### config.mk
export PLATFORM = sky130hd
export DESIGN_NAME = uart_cmd_engine
export DESIGN_NICKNAME = d
export VERILOG_FILES = /design/src/rtl/uart_cmd_engine.sv
export SDC_FILE = /design/constraint.sdc
export NUM_CORES = 1
export LEC_CHECK = 0
export BUFFER_PORTS_ARGS = -buffer_cell sky130_fd_sc_hd__clkbuf_2
export CAP_MARGIN = 20
export CORE_UTILIZATION = 31
export DETAILED_ROUTE_END_ITERATION = 6
export PLACE_DENSITY = 0.52
export SYNTH_ARGS = -nofsm -noshare
export SYNTH_HDL_FRONTEND = slang
export SYNTH_SLANG_ARGS = --single-unit
export TNS_END_PERCENT = 10
### constraint.sdc
create_clock -name clk -period 1.9 [get_ports clk]
set_input_delay 0.285 -clock clk [delete_from_list [all_inputs] [get_ports clk]]
set_output_delay 0.285 -clock clk [all_outputs]
set_load 0.02 [all_outputs]
### src/rtl/uart_cmd_engine.sv
// rtl/uart_cmd_engine.sv - byte command parser and memory access engine between UART rx and tx
module uart_cmd_engine #(
  parameter int DATA_W      = 8,
  parameter int ADDR_W      = 8,
  parameter int MEM_DEPTH   = 128,
  parameter int TIMEOUT_CYC = 100000
) (
  input  logic              clk,
  input  logic              rst_n,
  input  logic [DATA_W-1:0] rx_data,
  input  logic              rx_valid,
  input  logic              rx_err,
  output logic [DATA_W-1:0] tx_data,
  output logic              tx_valid,
  input  logic              tx_ready,
  output logic [ADDR_W-1:0] mem_addr,
  output logic [DATA_W-1:0] mem_wdata,
  output logic              mem_we,
  output logic              mem_re,
  input  logic [DATA_W-1:0] mem_rdata,
  output logic              busy,
  output logic [7:0]        ovr_cnt
);

  localparam int TW = (TIMEOUT_CYC > 2) ? $clog2(TIMEOUT_CYC) : 1;
  localparam logic [DATA_W-1:0] CMD_WR = DATA_W'(8'h57);
  localparam logic [DATA_W-1:0] CMD_RD = DATA_W'(8'h52);
  localparam logic [DATA_W-1:0] RSP_ACK = DATA_W'(8'h06);
  localparam logic [DATA_W-1:0] RSP_NAK = DATA_W'(8'h15);
  localparam logic [TW-1:0] TMO_LAST = TW'(TIMEOUT_CYC - 1);

  typedef enum logic [2:0] {
    IDLE, GET_ADDR, GET_DATA, MEM_WR, MEM_RD, RD_WAIT, SEND
  } state_t;

  state_t            state, state_n;
  logic              wr_q, wr_n;
  logic [ADDR_W-1:0] addr_q, addr_n;
  logic [DATA_W-1:0] wdata_q, wdata_n;
  logic [DATA_W-1:0] txd_q, txd_n;
  logic [TW-1:0]     tmo_q, tmo_n;
  logic [7:0]        ovr_q, ovr_n;
  logic              drop;

  always_ff @(posedge clk or negedge rst_n) begin
    if (!rst_n) begin
      state   <= IDLE;
      wr_q    <= 1'b0;
      addr_q  <= '0;
      wdata_q <= '0;
      txd_q   <= '0;
      tmo_q   <= '0;
      ovr_q   <= '0;
    end else begin
      state   <= state_n;
      wr_q    <= wr_n;
      addr_q  <= addr_n;
      wdata_q <= wdata_n;
      txd_q   <= txd_n;
      tmo_q   <= tmo_n;
      ovr_q   <= ovr_n;
    end
  end

  always_comb begin
    state_n = state;
    wr_n    = wr_q;
    addr_n  = addr_q;
    wdata_n = wdata_q;
    txd_n   = txd_q;
    tmo_n   = tmo_q;
    drop    = 1'b0;
    case (state)
      IDLE: begin
        tmo_n = '0;
        if (rx_valid) begin
          if (rx_err || (rx_data != CMD_WR && rx_data != CMD_RD)) begin
            txd_n   = RSP_NAK;
            state_n = SEND;
          end else begin
            wr_n    = (rx_data == CMD_WR);
            state_n = GET_ADDR;
          end
        end
      end
      GET_ADDR: begin
        if (rx_valid) begin
          tmo_n = '0;
          if (rx_err) begin
            txd_n   = RSP_NAK;
            state_n = SEND;
          end else begin
            addr_n = ADDR_W'(rx_data);
            if (int'(rx_data) >= MEM_DEPTH) begin
              txd_n   = RSP_NAK;
              state_n = SEND;
            end else begin
              state_n = wr_q ? GET_DATA : MEM_RD;
            end
          end
        end else if (tmo_q == TMO_LAST) begin
          // Abandoned command: back to IDLE without any response
          tmo_n   = '0;
          state_n = IDLE;
        end else begin
          tmo_n = tmo_q + 1'b1;
        end
      end
      GET_DATA: begin
        if (rx_valid) begin
          tmo_n = '0;
          if (rx_err) begin
            txd_n   = RSP_NAK;
            state_n = SEND;
          end else begin
            wdata_n = rx_data;
            state_n = MEM_WR;
          end
        end else if (tmo_q == TMO_LAST) begin
          tmo_n   = '0;
          state_n = IDLE;
        end else begin
          tmo_n = tmo_q + 1'b1;
        end
      end
      MEM_WR: begin
        drop    = rx_valid;
        txd_n   = RSP_ACK;
        state_n = SEND;
      end
      MEM_RD: begin
        drop    = rx_valid;
        state_n = RD_WAIT;
      end
      RD_WAIT: begin
        drop    = rx_valid;
        txd_n   = mem_rdata;
        state_n = SEND;
      end
      SEND: begin
        // A byte arriving on the handshake cycle is still dropped
        drop = rx_valid;
        if (tx_ready) state_n = IDLE;
      end
      default: state_n = IDLE;
    endcase
    ovr_n = (drop && ovr_q != 8'hFF) ? ovr_q + 8'd1 : ovr_q;
  end

  assign tx_data   = txd_q;
  assign tx_valid  = (state == SEND);
  assign mem_addr  = addr_q;
  assign mem_wdata = wdata_q;
  assign mem_we    = (state == MEM_WR);
  assign mem_re    = (state == MEM_RD);
  assign busy      = (state != IDLE);
  assign ovr_cnt   = ovr_q;

endmodule

# == Yosys cells after proc, flatten, opt, wreduce, memory -nomap -nowiden ==
# Index checks and enable logic that the tools add are counted.
# word_totals
reg_bits,53
latch_bits,0
mem_bits_rw,0
rom_bits,0
inputBits,21
output_inout_bits,36
wordCells,68
n_memories,0
# classes
add_sub_neg,2
multipliers,0
n_div,0
n_lt_le_gt_ge,1
n_eq_ne,18
shift,0
muxes,23
bitwise_logic,2
reduce_logical,15
# op_table
op,n
$mux W8,7
$pmux W8 S5,1
$mux W17,2
$pmux W17 S2,1
$mux W3,10
$pmux W3 S6,1
$add A17 B1 Y17 const B,1
$eq A17 B17 Y1 const B,1
$ne A8 B7 Y1 const B,2
$ne A2 B2 Y1 const B,5
$eq A3 B3 Y1 const B,3
$reduce_and A3 Y1,3
$add A8 B1 Y8 const B,1
$eq A8 B7 Y1 const B,1
$ge A8 B8 Y1 const B,1
$ne A8 B8 Y1 const B,1
$reduce_and A7 Y1,1
$eq A3 B2 Y1 const B,2
$reduce_bool A5 Y1,1
$reduce_or A2 Y1,2
$reduce_or A4 Y1,1
$eq A3 B1 Y1 const B,1
$logic_not A3 Y1,1
$ne A3 B3 Y1 const B,1
8 further kinds,10

# == Longest topological paths before layout ==
# depth
ltp_word,6
mapped_depth,7
ltp_nobuf,5

# == Worst setup path after synthesis ==
# Ideal clock, no wire load.
# synth_path
kind,register to register
from,register tmo_q[0]
to,register state[1]
setup_time_ns,0.111
arrival_ns,1.766
t_required_ns,1.789
path_slack_ns,0.023
stages_incl_launch_ff,7
path_buffers,1
period_less_slack_ns,1.877
cell_sequence,dfrtp_1 ha_1 and4_1 and4_1 clkbuf_1 a221o_1 a222oi_1
# synth_between
elab_chain_len,4
elab_cells_between_ends,5
cone_classes,eq/ne (1); mux (4)
# synth_lines
element,line,text
start: declaration,41,"logic [TW-1:0] tmo_q, tmo_n;"
start signal: assignment,60,tmo_q <= tmo_n;
$eq A17 B17 Y1 (*),"101, 119",
$mux W3 (*),--,
"$mux W3, on equally long branches",--,
$pmux W3 S6 (*),--,
end signal: assignment,55,state <= state_n;
end: declaration,36,"state_t state, state_n;"
# Every way passes the cells marked *; elsewhere a longest branch is shown, timed or not.
# A chain may end at the register's enable or synchronous reset.

# == Final worst setup path ==
# layout_path
from,register state[1]
to,output port busy
# layout_between
elab_chain_len,1
# layout_lines
element,line,text
$reduce_bool A3 Y1,156,assign busy = (state != IDLE);
end: declaration,21,"output logic busy,"
# No other way between the ends.

==> impl_metrics.env <==
export IMPL_core_area_um2=8721
export IMPL_place_port_buffers=56
export IMPL_setup_tns_ps=0
export IMPL_slew_violations=0
export IMPL_dr_total_vias=2386
export IMPL_path_cells="nor3_1, inv_1, clkbuf_2"
export IMPL_timing_rr_start="tmo_q[0]"
export IMPL_critPathLaunch="state[1]"
export IMPL_synth_cell_types=55
export IMPL_start_kind="register"
export IMPL_hold_path_class="in2reg"
export IMPL_die_x_um=96.77
export IMPL_yosysWarnings=0
export IMPL_grt_pass1_wl_um=11450
export IMPL_ys_seq_area_share_pct=47.64
export IMPL_r2r_end="state[1]"
export IMPL_clk_pin_slew_worst_paths_ps=100
export IMPL_grt_max_degree=54
export IMPL_ys_seq_elements=53
export IMPL_initial_utilization_pct=31.92
export IMPL_placement_cell_area_um2=3349
export IMPL_gp_congestion=0.7790
export IMPL_slew_headroom_pct=65.45
export IMPL_cp_top_family="flip-flops"
export IMPL_power_leakage_nw=1.622
export IMPL_wirelength_um=6622
export IMPL_first_global_vias=2379
export IMPL_detailed_place_hpwl_um=4754
export IMPL_max_freq_mhz=551.2
export IMPL_clock_root_buffer="clkbuf_8"
export IMPL_area_growth_pct=26.20
export IMPL_rsz0062_at_grt="yes"
export IMPL_required_ps=1620
export IMPL_wl_per_cell_um=14.68
export IMPL_reg2reg_depth=5
export IMPL_synth_top_flop_cell="dfrtp_1"
export IMPL_crit_path_max_incr_delay_ps=530
export IMPL_syn_area_per_cell_um2=10.63
export IMPL_power_density_nw_per_um2=1271
export IMPL_viasPerCell=5.290
export IMPL_synth_edf_count=0
export IMPL_h_tree_depth=2
export IMPL_dr_pass1_iters=4
export IMPL_cp_slowest_cell="dfrtp_1"
export IMPL_rrSetupSlack_ps=130
export IMPL_crit_path_max_fanout=13
export IMPL_antenna_found_initial=0
export IMPL_outcome="completed"
export IMPL_ir_worst_vdd_mv=0.6023
export IMPL_yosysMostFrequentCell="dfrtp_1"
export IMPL_stdcell_count=451
export IMPL_cts_tree="built"
export IMPL_grt_overflow_total=0
export IMPL_ant_nets=0
export IMPL_synth_area_leader_cell="dfrtp_1"
export IMPL_clock_skew_ps=6.461
export IMPL_fin_crit_ps=1814
export IMPL_drtIter0Drc=73
export IMPL_arrival_ps=1530
export IMPL_crit_cells=3
export IMPL_grt_usage_pct=14.68
export IMPL_crit_path_end_kind="output port"
export IMPL_finalHoldWorstSlack_ps=189.4
export IMPL_n_antenna_cell=0
export IMPL_nNetsFinal=365
export IMPL_cts_buffers=5
export IMPL_netlist_area_um2=2784
export IMPL_timing_hold_violations_final=0
export IMPL_yosys_area_top_type_share_pct=47.64
export IMPL_route_detailed_drc=0
export IMPL_period_share_pct=95.48
export IMPL_async_flop_share_pct=100.0
export IMPL_critPathKind="reg2out"
export IMPL_endpoint="busy"
export IMPL_critPathBufInv=2
export IMPL_drive_above_1_share_pct=33.82
export IMPL_tightest_slew_ps=516.3
export IMPL_synth_area_leaders="dfrtp_1, mux2_1, mux2_2, nand2_1, nor4_1"
export IMPL_clock_path_buffers=2
export IMPL_die_height_um=96.77
export IMPL_num_rows=34
export IMPL_ys_top_cells_by_count="dfrtp_1, nand2_1, nor3_1"
export IMPL_design_area_um2=3513
export IMPL_cts_sinks=53
export IMPL_syn_nets=285
export IMPL_dp_cells=441
export IMPL_utilization_pct=40.29
export IMPL_setup_viol=0
export IMPL_drv_cap=0
export IMPL_die_area_um2=9363
export IMPL_pin_count=57
export IMPL_clk_latency_ps=310
export IMPL_netlist_instances=262
-- state kept, by name, summed over array words and instances (netlist names) --
register / flops
mem_addr: 8
mem_wdata: 8
ovr_cnt: 8
state: 3
tmo_q: 17
tx_data: 8
wr_q: 1
-- worst min path at each step --
stage | depth (start not counted) | slack (ps) | from | to
after floorplan | 0 | -10 | rst_n | mem_addr[0]
after global placement | 2 | 310 | rst_n | ovr_cnt[4]
after detailed placement | 2 | 310 | rst_n | ovr_cnt[5]
after CTS | 2 | 180 | mem_rdata[7] | tx_data[7]
after global routing | 2 | 180 | mem_rdata[7] | tx_data[7]
final | 2 | 190 | mem_rdata[7] | tx_data[7]
-- routing by layer --
layer  wire, µm  global-route usage, %  vias up
met5          0                      0        -
met4         33                  3.100        0
met3        373                  3.468        4
met2       3194                  24.05       64
met1       3020                  19.75     1167
li1           -                      -     1151
-- worst reg2reg max path, delay by kind of cell (launching register included) --
kind | cells | cell delay (ps)
fa+ha+maj | 1 | 200
simple gates | 2 | 440
flops | 1 | 410
compound gates | 2 | 630
-- final cells by class --
type,instances,area [µm²]
Clock inverter,3,43.79
Multi-Input combinational cell,188,1383
Fill cell,913,5207
Sequential cell,53,1329
Clock buffer,5,68.82
Inverter,7,26.28
Tap cell,108,135.1
Timing Repair Buffer,87,528.0
-- layout by cell type (no fill, tap or decap), types with 3 or more instances in the layout --
cell	count
xor2_1	8
clkbuf_2	56
mux2_2	9
mux2_1	10
nor3_1	13
dfrtp_1	51
or3_1	3
a21oi_1	4
nand3_1	5
nand4_1	6
nand2b_1	5
o21ai_0	4
and2_1	3
nor4_1	10
nor2_1	10
inv_1	7
o31ai_1	6
o21a_1	6
nand2_1	20
nor2b_1	4
a221o_1	3
a22o_1	8
buf_4	29
o311ai_1	5
nor3b_1	4
clkbuf_8	5
-- power breakdown --
group          internal (mW)  total [mW]  switching [mW]  leakage, nW
Clock                  0.396       0.794           0.398       0.0585
Sequential              1.47        1.75           0.282        0.684
Combinational          0.790        1.92            1.13        0.880
Total                   2.65        4.47            1.81         1.62
-- repair_timing --
action                                 in CTS  in global routing
hold buffers                                1                  0
gates resized for setup                     1                  9
endpoints found under the hold margin      53                  0
pin swaps                                   0                  3
buffers inserted                            1                  0
setup endpoints to repair                   1                 15
-- stage by stage --
| step | worst slack (ps) | total power, mW |
|---|---|---|
| after floorplan | 22.58 | 3.029 |
| after global placement | -17.36 | 3.652 |
| after detailed placement | -43.67 | 3.681 |
| after CTS | 6.209 | 4.511 |
| after global routing | -27.85 | 4.793 |
| final | 85.92 | 4.467 |
-- cell families after synthesis --
logic type | after synthesis | synth area share (%)
muxes | 19 | 7.686
and+or+nand+nor | 101 | 20.81
xor gates and xnor gates | 8 | 2.517
DFF | 53 | 47.64
buffers and inverters | 21 | 3.821
adders and majority gates | 2 | 0.8987
AOI/OAI and AO/OA | 58 | 16.63
Note: power is estimated with default switching activity, not from simulation.
